`src/rtl/controle_polinomio_pkg.sv`:
```
// rtl/controle_polinomio_pkg.sv - state, mux select and ULA op codes for the polynomial controller
package controle_polinomio_pkg;

  typedef enum logic [2:0] {
    ST_IDLE   = 3'd0,
    ST_LOAD_X = 3'd1,
    ST_MUL_A  = 3'd2,
    ST_ADD_B  = 3'd3,
    ST_MUL_X  = 3'd4,
    ST_ADD_C  = 3'd5,
    ST_DONE   = 3'd6
  } state_t;

  localparam logic [1:0] SEL_A     = 2'd0;
  localparam logic [1:0] SEL_B     = 2'd1;
  localparam logic [1:0] SEL_C     = 2'd2;

  localparam logic [1:0] M1_OUTM0  = 2'd0;
  localparam logic [1:0] M1_X      = 2'd1;
  localparam logic [1:0] M1_S      = 2'd2;
  localparam logic [1:0] M1_H      = 2'd3;

  localparam logic [1:0] M2_X      = 2'd0;
  localparam logic [1:0] M2_OUTM0  = 2'd1;
  localparam logic [1:0] M2_S      = 2'd2;
  localparam logic [1:0] M2_H      = 2'd3;

  localparam logic       OP_ADD    = 1'b0;
  localparam logic       OP_MUL    = 1'b1;

endpackage

```
`src/rtl/controle_polinomio_contador_espera.sv`:
```
// rtl/controle_polinomio_contador_espera.sv - multiply wait counter with terminal-count flag
module contador_espera #(
  parameter int MULT_CYCLES = 1
) (
  input  logic clock,
  input  logic reset_n,
  input  logic i_clear,
  input  logic i_enable,
  output logic o_tc
);

  localparam int              W    = (MULT_CYCLES > 1) ? $clog2(MULT_CYCLES) : 1;
  localparam logic [W-1:0]    LAST = W'(MULT_CYCLES - 1);

  logic [W-1:0] r_count;

  always_ff @(posedge clock or negedge reset_n) begin
    if (!reset_n)      r_count <= '0;
    else if (i_clear)  r_count <= '0;
    else if (i_enable) r_count <= r_count + 1'b1;
  end

  assign o_tc = (r_count == LAST);

endmodule

```
`src/rtl/controle_polinomio.sv`:
```
// rtl/controle_polinomio.sv - Moore FSM sequencing Horner evaluation of A*X^2 + B*X + C
module controle_polinomio
  import controle_polinomio_pkg::*;
#(
  parameter int MULT_CYCLES = 1
) (
  input  logic       clock,
  input  logic       reset_n,
  input  logic       start,
  output logic [1:0] m0,
  output logic [1:0] m1,
  output logic [1:0] m2,
  output logic       ls,
  output logic       lx,
  output logic       lh,
  output logic       h,
  output logic       busy,
  output logic       done,
  output logic [2:0] step
);

  state_t r_state;
  state_t w_next;
  logic   w_in_mul;
  logic   w_tc;

  assign w_in_mul = (r_state == ST_MUL_A) || (r_state == ST_MUL_X);

  // Clearing on the terminal cycle leaves the count at zero for the next multiply step.
  contador_espera #(.MULT_CYCLES(MULT_CYCLES)) u_contador (
    .clock    (clock),
    .reset_n  (reset_n),
    .i_clear  (!w_in_mul || w_tc),
    .i_enable (w_in_mul),
    .o_tc     (w_tc)
  );

  always_ff @(posedge clock or negedge reset_n) begin
    if (!reset_n) r_state <= ST_IDLE;
    else          r_state <= w_next;
  end

  always_comb begin
    w_next = ST_IDLE;
    m0     = SEL_A;
    m1     = M1_OUTM0;
    m2     = M2_X;
    ls     = 1'b0;
    lx     = 1'b0;
    lh     = 1'b0;
    h      = OP_ADD;
    busy   = 1'b0;
    done   = 1'b0;
    case (r_state)
      ST_IDLE: begin
        w_next = start ? ST_LOAD_X : ST_IDLE;
      end
      ST_LOAD_X: begin
        lx     = 1'b1;
        busy   = 1'b1;
        w_next = ST_MUL_A;
      end
      ST_MUL_A: begin
        m0     = SEL_A;
        m1     = M1_OUTM0;
        m2     = M2_X;
        h      = OP_MUL;
        ls     = w_tc;
        busy   = 1'b1;
        w_next = w_tc ? ST_ADD_B : ST_MUL_A;
      end
      ST_ADD_B: begin
        m0     = SEL_B;
        m1     = M1_OUTM0;
        m2     = M2_S;
        ls     = 1'b1;
        busy   = 1'b1;
        w_next = ST_MUL_X;
      end
      ST_MUL_X: begin
        m1     = M1_X;
        m2     = M2_S;
        h      = OP_MUL;
        ls     = w_tc;
        busy   = 1'b1;
        w_next = w_tc ? ST_ADD_C : ST_MUL_X;
      end
      ST_ADD_C: begin
        m0     = SEL_C;
        m1     = M1_OUTM0;
        m2     = M2_S;
        ls     = 1'b1;
        busy   = 1'b1;
        w_next = ST_DONE;
      end
      ST_DONE: begin
        done   = 1'b1;
        w_next = start ? ST_DONE : ST_IDLE;
      end
      default: w_next = ST_IDLE;
    endcase
  end

  assign step = r_state;

endmodule

```
`config.mk`:
```
export PLATFORM = sky130hd
export DESIGN_NAME = controle_polinomio
export DESIGN_NICKNAME = d
export VERILOG_FILES = /design/src/rtl/controle_polinomio_pkg.sv /design/src/rtl/controle_polinomio_contador_espera.sv /design/src/rtl/controle_polinomio.sv
export SDC_FILE = /design/constraint.sdc
export NUM_CORES = 1
export LEC_CHECK = 0
export ABC_CLOCK_PERIOD_IN_PS = 3200
export CAP_MARGIN = 20
export CORE_AREA = 5 5 42 44
export DETAILED_ROUTE_END_ITERATION = 8
export DIE_AREA = 0 0 47 49
export GPL_ROUTABILITY_DRIVEN = 0
export PLACE_DENSITY_LB_ADDON = 0.3
export SYNTH_ARGS = -nofsm -noshare
export SYNTH_HDL_FRONTEND = slang
export SYNTH_SLANG_ARGS = --single-unit
export TNS_END_PERCENT = 100
```
`constraint.sdc`:
```
create_clock -name clock -period 3.2 [get_ports clock]
set_input_delay 0.96 -clock clock [delete_from_list [all_inputs] [get_ports clock]]
set_output_delay 0.96 -clock clock [all_outputs]
set_load 0.05 [all_outputs]
```
==> results <==
==> cell usage after synthesis <==
cell type                  n
sky130_fd_sc_hd__a21oi_1   3
sky130_fd_sc_hd__dfrtp_1   4
sky130_fd_sc_hd__nor3_2    1
sky130_fd_sc_hd__buf_2     1
sky130_fd_sc_hd__nor2_1    4
sky130_fd_sc_hd__buf_4     3
sky130_fd_sc_hd__a31o_1    1
sky130_fd_sc_hd__nand3_1   1
sky130_fd_sc_hd__o211ai_1  1
sky130_fd_sc_hd__nand2_1   1
sky130_fd_sc_hd__xnor2_1   1
sky130_fd_sc_hd__a21oi_2   1
sky130_fd_sc_hd__conb_1    1
sky130_fd_sc_hd__nand2b_2  1
sky130_fd_sc_hd__inv_1     2
sky130_fd_sc_hd__inv_2     2
sky130_fd_sc_hd__nor3_1    3
sky130_fd_sc_hd__o21ai_1   2
==> metal layers <==
| metal | up-vias | GRT usage |
|---|---|---|
| met1 | 110 | 0.07539 |
| li1 | 137 | - |
| met3 | 0 | 0.03321 |
| met4 | 0 | 0.02765 |
| met5 | - | 0 |
| met2 | 9 | 0.09502 |
==> kinds of logic (layout without fill, tap and decap cells) <==
kind of cell              count (synthesis)  after routing  share of synthesized area
and+or+nand+nor                          11             11                     0.2190
AOI/OAI and AO/OA                         8              8                     0.1905
DFF                                       4              4                     0.3810
xor gates and xnor gates                  1              1                    0.03334
other                                     1              4                    0.01427
buffers and inverters                     8             21                     0.1619
==> registers in the layout, summed over array words and instances (netlist names) <==
name,count
u_contador.r_count,1
step,3
==> through the flow <==
step	worst slack, ps	instances	area (µm²)	hold WS [ps]
6_report	347.8	65	429.2	673.2
5_1_grt	229.4	65	429.2	702.0
4_1_cts	325.1	65	429.2	678.3
3_5_place_dp	571.5	62	406.6	672.8
3_3_place_gp	603.0	62	406.6	682.9
2_1_floorplan	202.2	36	274.0	630.9
==> final cells by class <==
cell class	instances	area [µm²]
well taps	16	20.02
flip-flops and latches	4	100.1
fillers	159	972.2
clock buffers	3	22.52
repair buffers	14	140.1
inverters	4	15.01
multi-input cells	24	131.4
==> critical path: stages, from the launching register on <==
cell                              delay [ps]
sky130_fd_sc_hd__dfrtp_1                 490
sky130_fd_sc_hd__nand2b_2                270
sky130_fd_sc_hd__nor2_1                  100
sky130_fd_sc_hd__clkdlybuf4s50_1         810
==> worst max-delay path by stage <==
stage | from | to | cells past startpoint
CTS | step[1] | m0[1] | 3
finish | step[1] | m1[0] | 3
global placement | step[1] | m0[1] | 3
detailed placement | step[1] | m0[1] | 3
floorplan | step[1] | done | 3
global route | step[1] | m0[1] | 3
==> results.md <==
- Buffer count from post-CTS setup fixing: 0
- Number of endpoints failing setup at the final stage: 0
- CP Class: flip-flop to output port
- Clock Skew: ~1.4 ps
- Vias in the first global route: 262
- Starting DRT DRC Count: 3
- Main area contributors after synthesis: sky130_fd_sc_hd__dfrtp_1 38%, sky130_fd_sc_hd__buf_4 8.6%, sky130_fd_sc_hd__a21oi_1 5.7%, sky130_fd_sc_hd__nor3_1 5.7%, sky130_fd_sc_hd__nor2_1 5.7%
- Total global routing track utilization: 0.06427
- Post-Route WL: roughly 620 µm
- Routed vias: between 200 and 300
- DIE AREA: 2303 µm²
- Area of the mapped netlist: around 260 µm²
- Crit end category: output port
- Count of different cell masters after synthesis: 18
- First-pass DRT Iterations: 2
- Final count of hold timing violations: 0
- Min-Delay Endpoint: step[0]
- Layout Area Growth over Synthesis: 63.33%
- Chip Width: about 47 µm
- Routed vias/inst: around 4
- Avg Synthesized Cell Area: about 8 µm²
- Fmax achieved: roughly 350 MHz
- Class of the tightest hold or removal check: flip-flop to flip-flop
- Synth top area share: 0.3810
- Routed length on met3: roughly 48 µm
- Time the final worst path needs with I/O delays and setup: around 2900 ps
- Number of antenna violations at the first check in global routing: 0
- Reg-to-reg setup timing slack: roughly 2100 ps
- Starting density of the core: 0.1875
- Length in cells of the worst reg-to-reg path: 3
- Setup repair after global routing missed its margin: no
- Detail Placement HPWL: 511.3 µm
- TritonCTS clock tree: done
- Number of max-slew violations in the final report: 0
- Count of state elements after synthesis: 4
- Reg-to-Reg Start: step[1]
- Measured slew at the worst slew-check pin: around 500 ps
- Global-route wire length before repair: 1062 µm
- Total met2 wirelength after detailed routing: 317 µm
- Number of I/O pins: 18
- Outcome: completed
- Max-capacitance violation count: 0
- Sequential-to-total area share from yosys stat: 0.3810
- Rel. slew slack: 0.6643
- Clk_lat worst skew: about 230 ps
- Antenna Cells: 0
- Terminus of the critical flop-to-flop path: step[0]
- Sum of negative setup slack: 0 ps
- Hold Path Cell Cnt: 2
- Clock tree buffer depth: 2
- Commonest cells after routing, fill and taps aside: 14 x sky130_fd_sc_hd__clkdlybuf4s50_1, 4 x sky130_fd_sc_hd__nor2_1, 4 x sky130_fd_sc_hd__conb_1, 4 x sky130_fd_sc_hd__dfrtp_1
- Fraction of final layout cells sized beyond drive strength 1: 0.1633
- Cell type with the highest aggregate area in the netlist: sky130_fd_sc_hd__dfrtp_1
- Number of buffers added on ports: 14
- Number of buffers inserted during clock tree synthesis: 3
- Standard-cell row count: 14
- Post-Route M1 WL: approximately 260 µm
- Final Core Density: 0.3063
- DR WL/cell: 9.554 µm
- Buffer type at the clock tree root: sky130_fd_sc_hd__clkbuf_4
- Highest routed layer: met3
- Commonest non-fill, non-tap cell in the layout: sky130_fd_sc_hd__clkdlybuf4s50_1
- Count of unresolved DRC violations after routing: 0
- Critical path peak fanout: 12
- GR Overflow Total: 0
- Worst endpoint data arrival time: around 1900 ps
- Remaining antenna violation count: 0
- Final period util: 0.8913
- Worst hold path startpoint: u_contador.r_count
- Maximum number of pins on one net before global-route repair: 13
- Crit path required time: 2240 ps
- Nets: between 50 and 60
- Hold bufs inserted after CTS: 0
- Clock slew seen by the registers of the worst setup and hold paths: around 30 ps
- Clock sinks: 4
- Vertical extent of the die: between 40 and 50 µm
- Placeable Area: about 1400 µm²
- Type of origin of the critical path: flip-flop
- Gate Count Post-Synth: 33
- Yosys warning total: 0
- Number of cells upsized or downsized after cts: 0
- H-tree lvl count: 1
Power of run 1 is left out: the tool's default activity adds up to more than one toggle a clock period on the data nets, which glitch-free logic cannot reach.
==> edit: new RTL, same flow settings <==
Make the reset (`reset_n`) synchronous in 2 clocked blocks.
--- a/src/rtl/controle_polinomio_contador_espera.sv
+++ b/src/rtl/controle_polinomio_contador_espera.sv
@@ -15,5 +15,5 @@
   logic [W-1:0] r_count;
 
-  always_ff @(posedge clock or negedge reset_n) begin
+  always_ff @(posedge clock) begin
     if (!reset_n)      r_count <= '0;
     else if (i_clear)  r_count <= '0;
--- a/src/rtl/controle_polinomio.sv
+++ b/src/rtl/controle_polinomio.sv
@@ -36,5 +36,5 @@
   );
 
-  always_ff @(posedge clock or negedge reset_n) begin
+  always_ff @(posedge clock) begin
     if (!reset_n) r_state <= ST_IDLE;
     else          r_state <= w_next;
Check against the original RTL: differs if reset_n is asserted again (counterexample within 4 cycles, from zero or initial values and one cycle with reset_n low); with reset_n held inactive, the same outputs for 10 cycles.
==> edit against the unedited design <==
  * Largest cell class is now multi-input gates
  * Wire length decreased by 1.1%
  * Sequential share of layout area down 4.3 points
  * Final cell count decreased by 1.5%
  * Area after synthesis rose by 3.3%
  * First-iteration DRC count did not move
  * Clock skew is 0.0014 ns lower
  * Sequential cell count is the same
  * Design area shrank 2.0%
  * Setup slack worse by 0.070 ns
Power is left out: it rests on default switching activity, and per cell area and clock period it moved more than threefold.
==> edit: results (changes against the unedited design) <==
.. list-table::
   :header-rows: 1

   * - Metric
     - Value
   * - Cell depth of the worst flop-to-flop path
     - 3 (unchanged)
   * - Startpoint of the worst-slack reg-to-reg timing path
     - step[2]
   * - Crit path DAT
     - 1.96 ns (+0.07 ns)
   * - Total clock buffers created by CTS
     - 3 (unchanged)
   * - Maximum clock path buffer count
     - 2 (unchanged)
   * - Vias in the first global route
     - 216 (-18%)
   * - Run status
     - completed
   * - Detail Placement HPWL
     - 491.7 um (-3.8%)
   * - Synth top area cells
     - dfxtp_1, buf_4, buf_6, o2bb2ai_1, nor3_4
   * - Worst-path clk slew
     - 0.03 ns (about the same)
   * - Total of buffers placed on input and output ports
     - 14 (unchanged)
   * - Nets@finish
     - 53 (-1.9%)
   * - Critical Path Start
     - step[1]
   * - Fraction of registers with async set or reset after synthesis
     - 0% (-100 points)
   * - Reg2Reg Capture Point
     - step[1]
   * - Total length of routed wires
     - 614 um (-1.1%)
   * - Avg Vias per Cell
     - 3.875 (-1.6%)
   * - Pin count of the biggest net entering global routing
     - 11 (-2)
   * - Root buffer cell
     - clkbuf_4
   * - Portion of the post-synthesis area used by sequential elements
     - 29.49% (-8.6 points)
   * - Slew at the pin closest to its max-slew limit
     - 0.4994 ns (-0.002577 ns)
   * - Critical path peak fanout
     - 8 (-4)
   * - DRT Pass-1 Iters
     - 2 (unchanged)
   * - Worst clock skew
     - 0.00002860 ns (-0.001378 ns)
   * - Number of inserted filler cells in the final layout
     - 168 (+5.7%)
   * - Most common library cells after synthesis
     - dfxtp_1, nor2_1, a21oi_1, buf_4, nor3_1
   * - Yosys warning count
     - 0 (unchanged)
   * - Reg-to-reg setup timing slack
     - 2.04 ns (-0.05 ns)
   * - CTS H-tree depth
     - 1 (unchanged)
   * - Detailed router's first-iteration violation count
     - 3 (unchanged)
   * - Wire length of the first global-routing pass
     - 869 um (-18%)
   * - Number of antenna violations at the first check in global routing
     - 0 (unchanged)
   * - Setup repair bufs after CTS
     - 0 (unchanged)
   * - Number of diodes
     - 0 (unchanged)
   * - Clock insertion delay at the later pin of the skew report
     - 0.23 ns (about the same)
   * - GRT Resource Usage Total
     - 5.348% (-1.1 points)
   * - Fraction of final layout cells with drive strength greater than 1
     - 14.58% (-1.7 points)
   * - Distinct cell type count of the synthesized netlist
     - 17 (-1)
   * - Number of flip-flops under the largest register name
     - 3 (unchanged)
   * - Classification of the worst-slack hold path
     - register to register
   * - Number of gates given a new drive strength after cts
     - 0 (unchanged)
   * - Endpoint of the worst setup timing path
     - m2[1]
==> edit: cell count changes after synthesis, moves of 2 or more <==
cell,change
o21ai_1,-2
dfxtp_1,+4
o2bb2ai_1,+2
buf_6,+2
dfrtp_1,-4
==> edit: area by class of cell <==
| cell class | count | area, sq um | area share (%) |
|---|---|---|---|
| inverter | 3 | 11.26 | 2.679 |
| sequential | 4 | 80.08 | 19.05 |
| timing repair buffer | 14 | 140.1 | 33.33 |
| tap | 16 | 20.02 | 4.762 |
| clock buffer | 3 | 22.52 | 5.357 |
| multi-input combinational | 24 | 146.4 | 34.82 |
==> edit: critical path, cell delays in order, from the launching register on <==
cell             delay [ns]
dfxtp_1                0.50
inv_2                  0.12
nor3_4                 0.21
a21o_1                 0.11
clkdlybuf4s50_1        0.79
==> edit: metal layers <==
layer / vias up / routed length [um] / global-route usage, % / share of wire [%]
li1: 136 / - / - / -
met1: 102 / 283 / 6.579 / 46
met2: 10 / 279 / 7.014 / 45
met3: 0 / 51 / 1.107 / 8.3
met4: 0 / 0 / 5.530 / 0
met5: - / 0 / 0 / 0
==> edit: kinds of logic after synthesis <==
group	synth area share (%)
buf+inv	20.74
compound gates	20.28
simple gates	22.12
xor+xnor	5.992
other cells	1.381
flops	29.49
==> edit: worst min-delay path by stage <==
stage                                  start      end  slack, ns  cells past startpoint
after global placement    u_contador.r_count  step[0]       0.60                      2
after floorplan           u_contador.r_count  step[0]       0.55                      2
after global routing      u_contador.r_count  step[0]       0.64                      2
after detailed placement  u_contador.r_count  step[0]       0.60                      2
final                     u_contador.r_count  step[0]       0.59                      2
after CTS                 u_contador.r_count  step[0]       0.61                      2
==> edit: through the flow <==
stage                     cell area (sq um)  utilization (%)  instances  setup slack (ns)  hold WS, ns
after floorplan                       282.8                -         36            0.2676       0.5514
after global placement                397.9            28.39         61            0.5139       0.6000
after detailed placement              397.9            28.39         61            0.5157       0.5958
after CTS                             420.4            30.00         64            0.2502       0.6064
after global routing                  420.4            30.00         64            0.1782       0.6369
final                                 420.4            30.00         64            0.2773       0.5944
